$ cat config.mk
export PLATFORM = sky130hd
export DESIGN_NAME = mem_read_arbiter_flat
export DESIGN_NICKNAME = d
export VERILOG_FILES = /design/src/rtl/mem_read_arbiter_if.sv /design/src/rtl/mem_read_arbiter.sv /design/src/flat_wrapper.sv
export SDC_FILE = /design/constraint.sdc
export NUM_CORES = 1
export LEC_CHECK = 0
export CAP_MARGIN = 15
export CORE_AREA = 2 2 90 92
export CTS_CLUSTER_SIZE = 14
export DETAILED_ROUTE_END_ITERATION = 12
export DIE_AREA = 0 0 92 94
export GPL_ROUTABILITY_DRIVEN = 0
export MAX_ROUTING_LAYER = met4
export PLACE_DENSITY = 0.85
export RECOVER_POWER = 25
export SLEW_MARGIN = 20
export SYNTH_ARGS = -nofsm -noshare
export SYNTH_HDL_FRONTEND = slang
export SYNTH_SLANG_ARGS = --single-unit
$ cat constraint.sdc
create_clock -name clk -period 1.99 [get_ports clk]
set_clock_uncertainty 0.15 [all_clocks]
set_input_delay 0.597 -clock clk [delete_from_list [all_inputs] [get_ports clk]]
set_output_delay 0.597 -clock clk [all_outputs]
set_load 0.01 [all_outputs]
$ cat src/rtl/mem_read_arbiter_if.sv
// Read channel bundle: an address request path and a data return path,
// each with its own valid/ready handshake.
interface mem_read_arbiter_if #(
   parameter int BUS_WIDTH = 32
);
   logic                 addr_valid;
   logic [BUS_WIDTH-1:0] addr;
   logic                 addr_ready;
   logic                 data_valid;
   logic [BUS_WIDTH-1:0] data;
   logic                 data_ready;

   // The master issues addresses and consumes data; the slave does the reverse.
   modport master (
      output addr_valid, addr, data_ready,
      input  addr_ready, data_valid, data
   );

   modport slave (
      input  addr_valid, addr, data_ready,
      output addr_ready, data_valid, data
   );
endinterface

$ cat src/rtl/mem_read_arbiter.sv
// Two-requester arbiter (instruction/data) in front of a single memory read
// port. One transaction in flight; round-robin or fixed data-first priority.
module mem_read_arbiter #(
   parameter int BUS_WIDTH = 32,
   parameter bit RR_EN     = 1'b1
) (
   input  logic              clk,
   input  logic              rst,
   mem_read_arbiter_if.slave  ir,
   mem_read_arbiter_if.slave  dr,
   mem_read_arbiter_if.master m
);

   typedef enum logic [1:0] {IDLE, ADDR, DATA} state_t;
   typedef enum logic {OWN_IR, OWN_DR} owner_t;

   state_t               state_q, state_d;
   owner_t               owner_q, last_q, grant;
   logic [BUS_WIDTH-1:0] addr_q;
   logic                 addr_valid_q;
   logic                 idle, in_data, addr_hs, data_hs;

   assign idle    = (state_q == IDLE);
   assign in_data = (state_q == DATA);

   // NOTE: every signal assigned in always_comb gets a default first so no
   // path leaves it unassigned, which would infer a latch.
   always_comb begin
      grant = OWN_IR;
      if (RR_EN) begin
         if (ir.addr_valid && dr.addr_valid)
            grant = (last_q == OWN_IR) ? OWN_DR : OWN_IR;
         else if (dr.addr_valid)
            grant = OWN_DR;
      end else if (dr.addr_valid) begin
         grant = OWN_DR;
      end
   end

   // Address readies are gated by rst so nothing is accepted during reset.
   assign ir.addr_ready = rst && idle && (grant == OWN_IR) && ir.addr_valid;
   assign dr.addr_ready = rst && idle && (grant == OWN_DR) && dr.addr_valid;

   assign addr_hs = ir.addr_ready || dr.addr_ready;
   assign data_hs = in_data && m.data_valid && m.data_ready;

   always_comb begin
      state_d = state_q;
      unique case (state_q)
         IDLE:    if (addr_hs)      state_d = ADDR;
         ADDR:    if (m.addr_ready) state_d = DATA;
         DATA:    if (data_hs)      state_d = IDLE;
         default:                   state_d = IDLE;
      endcase
   end

   // NOTE: sequential state uses non-blocking assignments so every register
   // samples pre-edge values regardless of process ordering.
   always_ff @(posedge clk or negedge rst) begin
      if (!rst) state_q <= IDLE;
      else      state_q <= state_d;
   end

   always_ff @(posedge clk or negedge rst) begin
      if (!rst) begin
         addr_q       <= '0;
         addr_valid_q <= 1'b0;
         owner_q      <= OWN_IR;
         last_q       <= OWN_DR;
      end else begin
         if (addr_hs) begin
            addr_q       <= (grant == OWN_DR) ? dr.addr : ir.addr;
            owner_q      <= grant;
            addr_valid_q <= 1'b1;
         end else if ((state_q == ADDR) && m.addr_ready) begin
            addr_valid_q <= 1'b0;
         end
         if (data_hs) last_q <= owner_q;
      end
   end

   assign m.addr_valid = addr_valid_q;
   assign m.addr       = addr_q;

   // Return path is a pure combinational pass-through while in DATA.
   assign ir.data       = m.data;
   assign dr.data       = m.data;
   assign ir.data_valid = in_data && (owner_q == OWN_IR) && m.data_valid;
   assign dr.data_valid = in_data && (owner_q == OWN_DR) && m.data_valid;
   assign m.data_ready  = in_data && ((owner_q == OWN_DR) ? dr.data_ready : ir.data_ready);

endmodule

$ cat src/flat_wrapper.sv
// flat-port wrapper written by rule: the top's interface ports become plain ports
module mem_read_arbiter_flat 
#(
   parameter int BUS_WIDTH = 32,
   parameter bit RR_EN     = 1'b1
)
  (clk, rst, ir_addr_valid, ir_addr, ir_data_ready, ir_addr_ready, ir_data_valid, ir_data, dr_addr_valid, dr_addr, dr_data_ready, dr_addr_ready, dr_data_valid, dr_data, m_addr_valid, m_addr, m_data_ready, m_addr_ready, m_data_valid, m_data);
  mem_read_arbiter_if #(.BUS_WIDTH(BUS_WIDTH)) ir_i ();
  mem_read_arbiter_if #(.BUS_WIDTH(BUS_WIDTH)) dr_i ();
  mem_read_arbiter_if #(.BUS_WIDTH(BUS_WIDTH)) m_i ();
  input  logic clk;
  input  logic rst;
  input wire logic [$bits(ir_i.addr_valid)-1:0] ir_addr_valid;
  input wire logic [$bits(ir_i.addr)-1:0] ir_addr;
  input wire logic [$bits(ir_i.data_ready)-1:0] ir_data_ready;
  output wire logic [$bits(ir_i.addr_ready)-1:0] ir_addr_ready;
  output wire logic [$bits(ir_i.data_valid)-1:0] ir_data_valid;
  output wire logic [$bits(ir_i.data)-1:0] ir_data;
  input wire logic [$bits(dr_i.addr_valid)-1:0] dr_addr_valid;
  input wire logic [$bits(dr_i.addr)-1:0] dr_addr;
  input wire logic [$bits(dr_i.data_ready)-1:0] dr_data_ready;
  output wire logic [$bits(dr_i.addr_ready)-1:0] dr_addr_ready;
  output wire logic [$bits(dr_i.data_valid)-1:0] dr_data_valid;
  output wire logic [$bits(dr_i.data)-1:0] dr_data;
  output wire logic [$bits(m_i.addr_valid)-1:0] m_addr_valid;
  output wire logic [$bits(m_i.addr)-1:0] m_addr;
  output wire logic [$bits(m_i.data_ready)-1:0] m_data_ready;
  input wire logic [$bits(m_i.addr_ready)-1:0] m_addr_ready;
  input wire logic [$bits(m_i.data_valid)-1:0] m_data_valid;
  input wire logic [$bits(m_i.data)-1:0] m_data;
  assign ir_i.addr_valid = ir_addr_valid;
  assign ir_i.addr = ir_addr;
  assign ir_i.data_ready = ir_data_ready;
  assign ir_addr_ready = ir_i.addr_ready;
  assign ir_data_valid = ir_i.data_valid;
  assign ir_data = ir_i.data;
  assign dr_i.addr_valid = dr_addr_valid;
  assign dr_i.addr = dr_addr;
  assign dr_i.data_ready = dr_data_ready;
  assign dr_addr_ready = dr_i.addr_ready;
  assign dr_data_valid = dr_i.data_valid;
  assign dr_data = dr_i.data;
  assign m_addr_valid = m_i.addr_valid;
  assign m_addr = m_i.addr;
  assign m_data_ready = m_i.data_ready;
  assign m_i.addr_ready = m_addr_ready;
  assign m_i.data_valid = m_data_valid;
  assign m_i.data = m_data;
  mem_read_arbiter #(.BUS_WIDTH(BUS_WIDTH), .RR_EN(RR_EN)) u_core (.clk(clk), .rst(rst), .ir(ir_i), .dr(dr_i), .m(m_i));
endmodule
; After elaboration in Yosys (flattened, before gate mapping)
; Cells that the tools add are included.
[word_totals]
regBits = 37
word_cells = 41
[classes]
eq_ne = 5
n_mux = 11
bitwise = 2
reduce_logical = 18
[op_table]
columns = operator, n
row1 = two-way mux 32 bit, 1
row2 = logical AND 1 bit, 14
row3 = two-way mux 1 bit, 6
row4 = two-way mux 2 bit, 3
row5 = "inequality test 2 bit, second input constant", 3
row6 = one-hot mux 2 bit (3 select lines), 1
row7 = AND reduction 3 bit, 1
row8 = "== test 2 x 1 -> 1 bit, second input constant", 1
row9 = "== test 2 bit, second input constant", 1
row10 = zero test 2 bit, 1
row11 = inverter 1 bit, 2
row12 = nonzero test 2 bit, 1
row13 = logical OR 1 bit, 1

; Longest topological paths before layout
[logic_depth]
ltp_word = 8
mapped_depth = 5
ltp_nobuf = 3

; Least setup slack after synthesis
; OpenSTA, ideal clock, no wires.
[synth_timing]
kind = input-to-output
startpoint = input port rst
endpoint = output port ir_addr_ready
arrival_time_ns = 1.323
path_slack_ns = -0.080
stages = 2
path_cell_list = or3b_4 -> nor3_1
[synth_via]
elab_chain_len = 3
[synth_lines]
columns = item, line
row1 = start: declaration, flat_wrapper.sv:12  ; input logic rst;
row2 = logical AND 1 bit (3 in a row), mem_read_arbiter.sv:41  ; assign ir.addr_ready = rst && idle && (grant == OWN_IR) && ir.addr_valid;
row3 = end: declaration, flat_wrapper.sv:16  ; output wire logic [$bits(ir_i.addr_ready)-1:0] ir_addr_ready;
; Every way passes these cells.

; Worst setup path in the final report
; Ends and elaborated chain as after synthesis.

==> reports/qor.csv <==
metric,value,unit
critical-path cell list,buf_2 > or3b_4 > nor3_4 > buf_2,
setup TNS,-0.657,ns
violations in the final reports,setup timing,
Critical Path AT,1.46,ns
Final Hold Fails,0,
Setup crit end kind,output pin,
DP Area,3240,sq um
Most common cell on crit path,buf_2,
die area,8650,sq um
"Design Area, Final",3450,sq um
Slew headroom,74.2,%
#FFs+latches synth,37,
Layout area overhead,41.4,%
mapped cell area,2440,sq um
DP HPWL,4540,microns
Synth Flop Type,dfrtp_1,
CP Buf/Inv Count,2,
Worst EP required,1.24,ns
power per cell area,1290,nW/um^2
Setup Viol. Count Final,5,
total congestion overflow,0,
Core Area,7610,sq um
DP Worst Slack,-0.816,ns
H-Tree Depth,2,
Layout Nets,367,
Max Cap Viol,0,
WS Path Type,input port to output pin,
Core Rows,32,
share of layout cells above drive strength 1,28.4,%
DRC,0,
largest net degree at the start of global routing,39,
clk buf depth,2,
main area contributors after synthesis,"dfrtp_1 37%, buf_4 20%, a2bb2oi_2 18%",
Die W,92,microns
Max Clock Freq,452,MHz
gr usage total,15.1,%
Die Span Y,94,microns
Worst Hold Class,input port to async pin,
Least-Margin Pin Slew,0.387,ns
Max VDD drop,503,uV
initial antenna violation count,0,
"Max stage delay cell, worst path",or3b_4,
final cell count without fillers,366,
Syn Inst Count,208,
Worst-path clk slew,0.08,ns
hold slack,0.179,ns
crit path max fanout,3,
DR vias,1850,
"area leader, netlist",dfrtp_1,
Ys Warns,0,
Inserted Clock Buffers,5,
unrepaired setup endpoints after global routing,true,
status,"finished, violations left",
starting density of the core,32.1,%
Tcrit/Tclk final,111,%
TritonRoute pass-1 iters,4,
leakage power,0.00140,uW
Placed Cells,353,
Worst path max stage delay,0.41,ns
ys async rst share,100,%
Startpoint Class,input port,
WL final,6490,microns
top-area cell type share of the netlist area,36.9,%
Synth cell types,25,
remaining antenna violation count,0,
mean post-synth cell area,11.7,sq um
# hold bufs at CTS,0,
register area share after synthesis,37.9,%
first-pass GRT wire length,9790,microns
Max Slew Vio Count,0,
clk sink count,37,
crit-path leading delay family,simple AND/OR/NAND/NOR gates,
vias in the first global route,1958,
n_diodes,0,
Root Driver,clkbuf_8,
TritonCTS clock tree,done,
# port buffers,109,
"EDFF count, synth",0,
Detailed Route Iter0 Violations,49,
synth cell count leaders,"64 x buf_4, 36 x dfrtp_1, 33 x o32ai_1",
vias per cell,5.05,
Skew-Pair Late Insertion Delay,0.29,ns
drt wl/cell,17.7,microns
syn nets,312,
Final Critical Period,2.21,ns
number of I/O pins,206,
most common cell in the netlist,buf_4,
final setup margin,-0.220,ns
[cells by family (layout without fill, tap and decap cells)]
logic type             count (synthesis)  in the layout  synth area share [%]
buffers and inverters                 84            140                  24.9
AOI/OAI and AO/OA                     71             71                  32.5
DFF                                   37             37                  37.9
and+or+nand+nor                       15             15                  4.20
muxes                                  1              1                 0.410
[final timing paths]
kind,start,endpoint,slack [ns],depth (start not counted)
max in group asynchronous,rst,u_core.last_q$_DFFE_PN1P_,1.20,2
max reg2reg,u_core.state_q[0]$_DFFE_PN0P_,u_core.m.addr[27]$_DFFE_PN0P_,0.16,6
min,rst,u_core.m.addr[4]$_DFFE_PN0P_,0.18,2
max,rst,ir_addr_ready,-0.22,4
min reg2reg,u_core.m.addr_valid$_DFFE_PN0P_,u_core.m.addr_valid$_DFFE_PN0P_,0.34,1
min in group clk,u_core.m.addr_valid$_DFFE_PN0P_,u_core.m.addr_valid$_DFFE_PN0P_,0.34,1
[state kept, by name (all words and copies together), names as in the netlist]
signal               flops
u_core.last_q            1
u_core.m.addr           32
u_core.m.addr_valid      1
u_core.owner_q           1
u_core.state_q           2
[worst register-to-register path, cell delays in order (launching register included)]
cell	delay (ns)
dfrtp_1	0.40
or3b_4	0.43
buf_4	0.15
buf_4	0.14
nor2_8	0.13
buf_12	0.18
a2bb2oi_1	0.17
[what timing repair did]
item                                   in CTS  in global routing
endpoints found under the hold margin       0                  0
setup endpoints to repair                   7                 26
setup buffers                               1                  4
gates resized for setup                    28                 30
pin swaps                                   6                  5
[area by class of cell]
type                    count  area, sq um
clock inverters             2         37.5
fillers                   687         4150
repair buffers            129         1320
clock buffers               6         82.6
multi-input cells          87          948
inverters                   3         13.8
flip-flops and latches     37          927
well taps                 102          128
[stage by stage]
step | utilization (%) | total power (uW)
global route | 45.4 | 4710
finish | 45.4 | 4440
floorplan | - | 2750
CTS | 43.9 | 4460
global placement | 42.5 | 3710
detailed placement | 42.5 | 3770
[where the power goes]
group / switching (uW) / leakage, uW / internal (uW)
Combinational: 957 / 0.000940 / 1440
Sequential: 249 / 0.000403 / 1110
Clock: 281 / 0.0000574 / 408
Total: 1490 / 0.00140 / 2960
[layer usage]
| layer | wire (microns) | up-vias | share of wire (%) | track usage [%] |
|---|---|---|---|---|
| met4 | 144 | 0 | 2.2 | 6.47 |
| li1 | - | 844 | - | - |
| met3 | 498 | 28 | 7.7 | 4.01 |
| met1 | 2690 | 884 | 41 | 16.8 |
| met2 | 3160 | 94 | 49 | 25.7 |
| met5 | 0 | - | 0 | - |
[cells in the final DEF (no fill, tap or decap), drive strengths merged]
cell type      synthesis  routed
clkdlybuf4s50          0      77
dfrtp                 36      36
o32ai                 33      33
a2bb2oi               32      32
buf                   71      26
dlymetal6s2s           0      20
nor2                   7       7
clkbuf                10       6
dlygate4sd2            0       6
nand3b                 2       2
o21ai                  2       2
nor2b                  2       2
inv                    2       2
clkinv                 1       1
or3b                   1       1
nor3                   1       1
a21bo                  1       1
mux2i                  1       1
nand2                  1       1
nor3b                  1       1
a211o                  1       1
o31ai                  1       1
a21o                   1       1
bufinv                 0       1
clkinvlp               0       1
dfstp                  1       1
(Power assumes the default switching activity.)
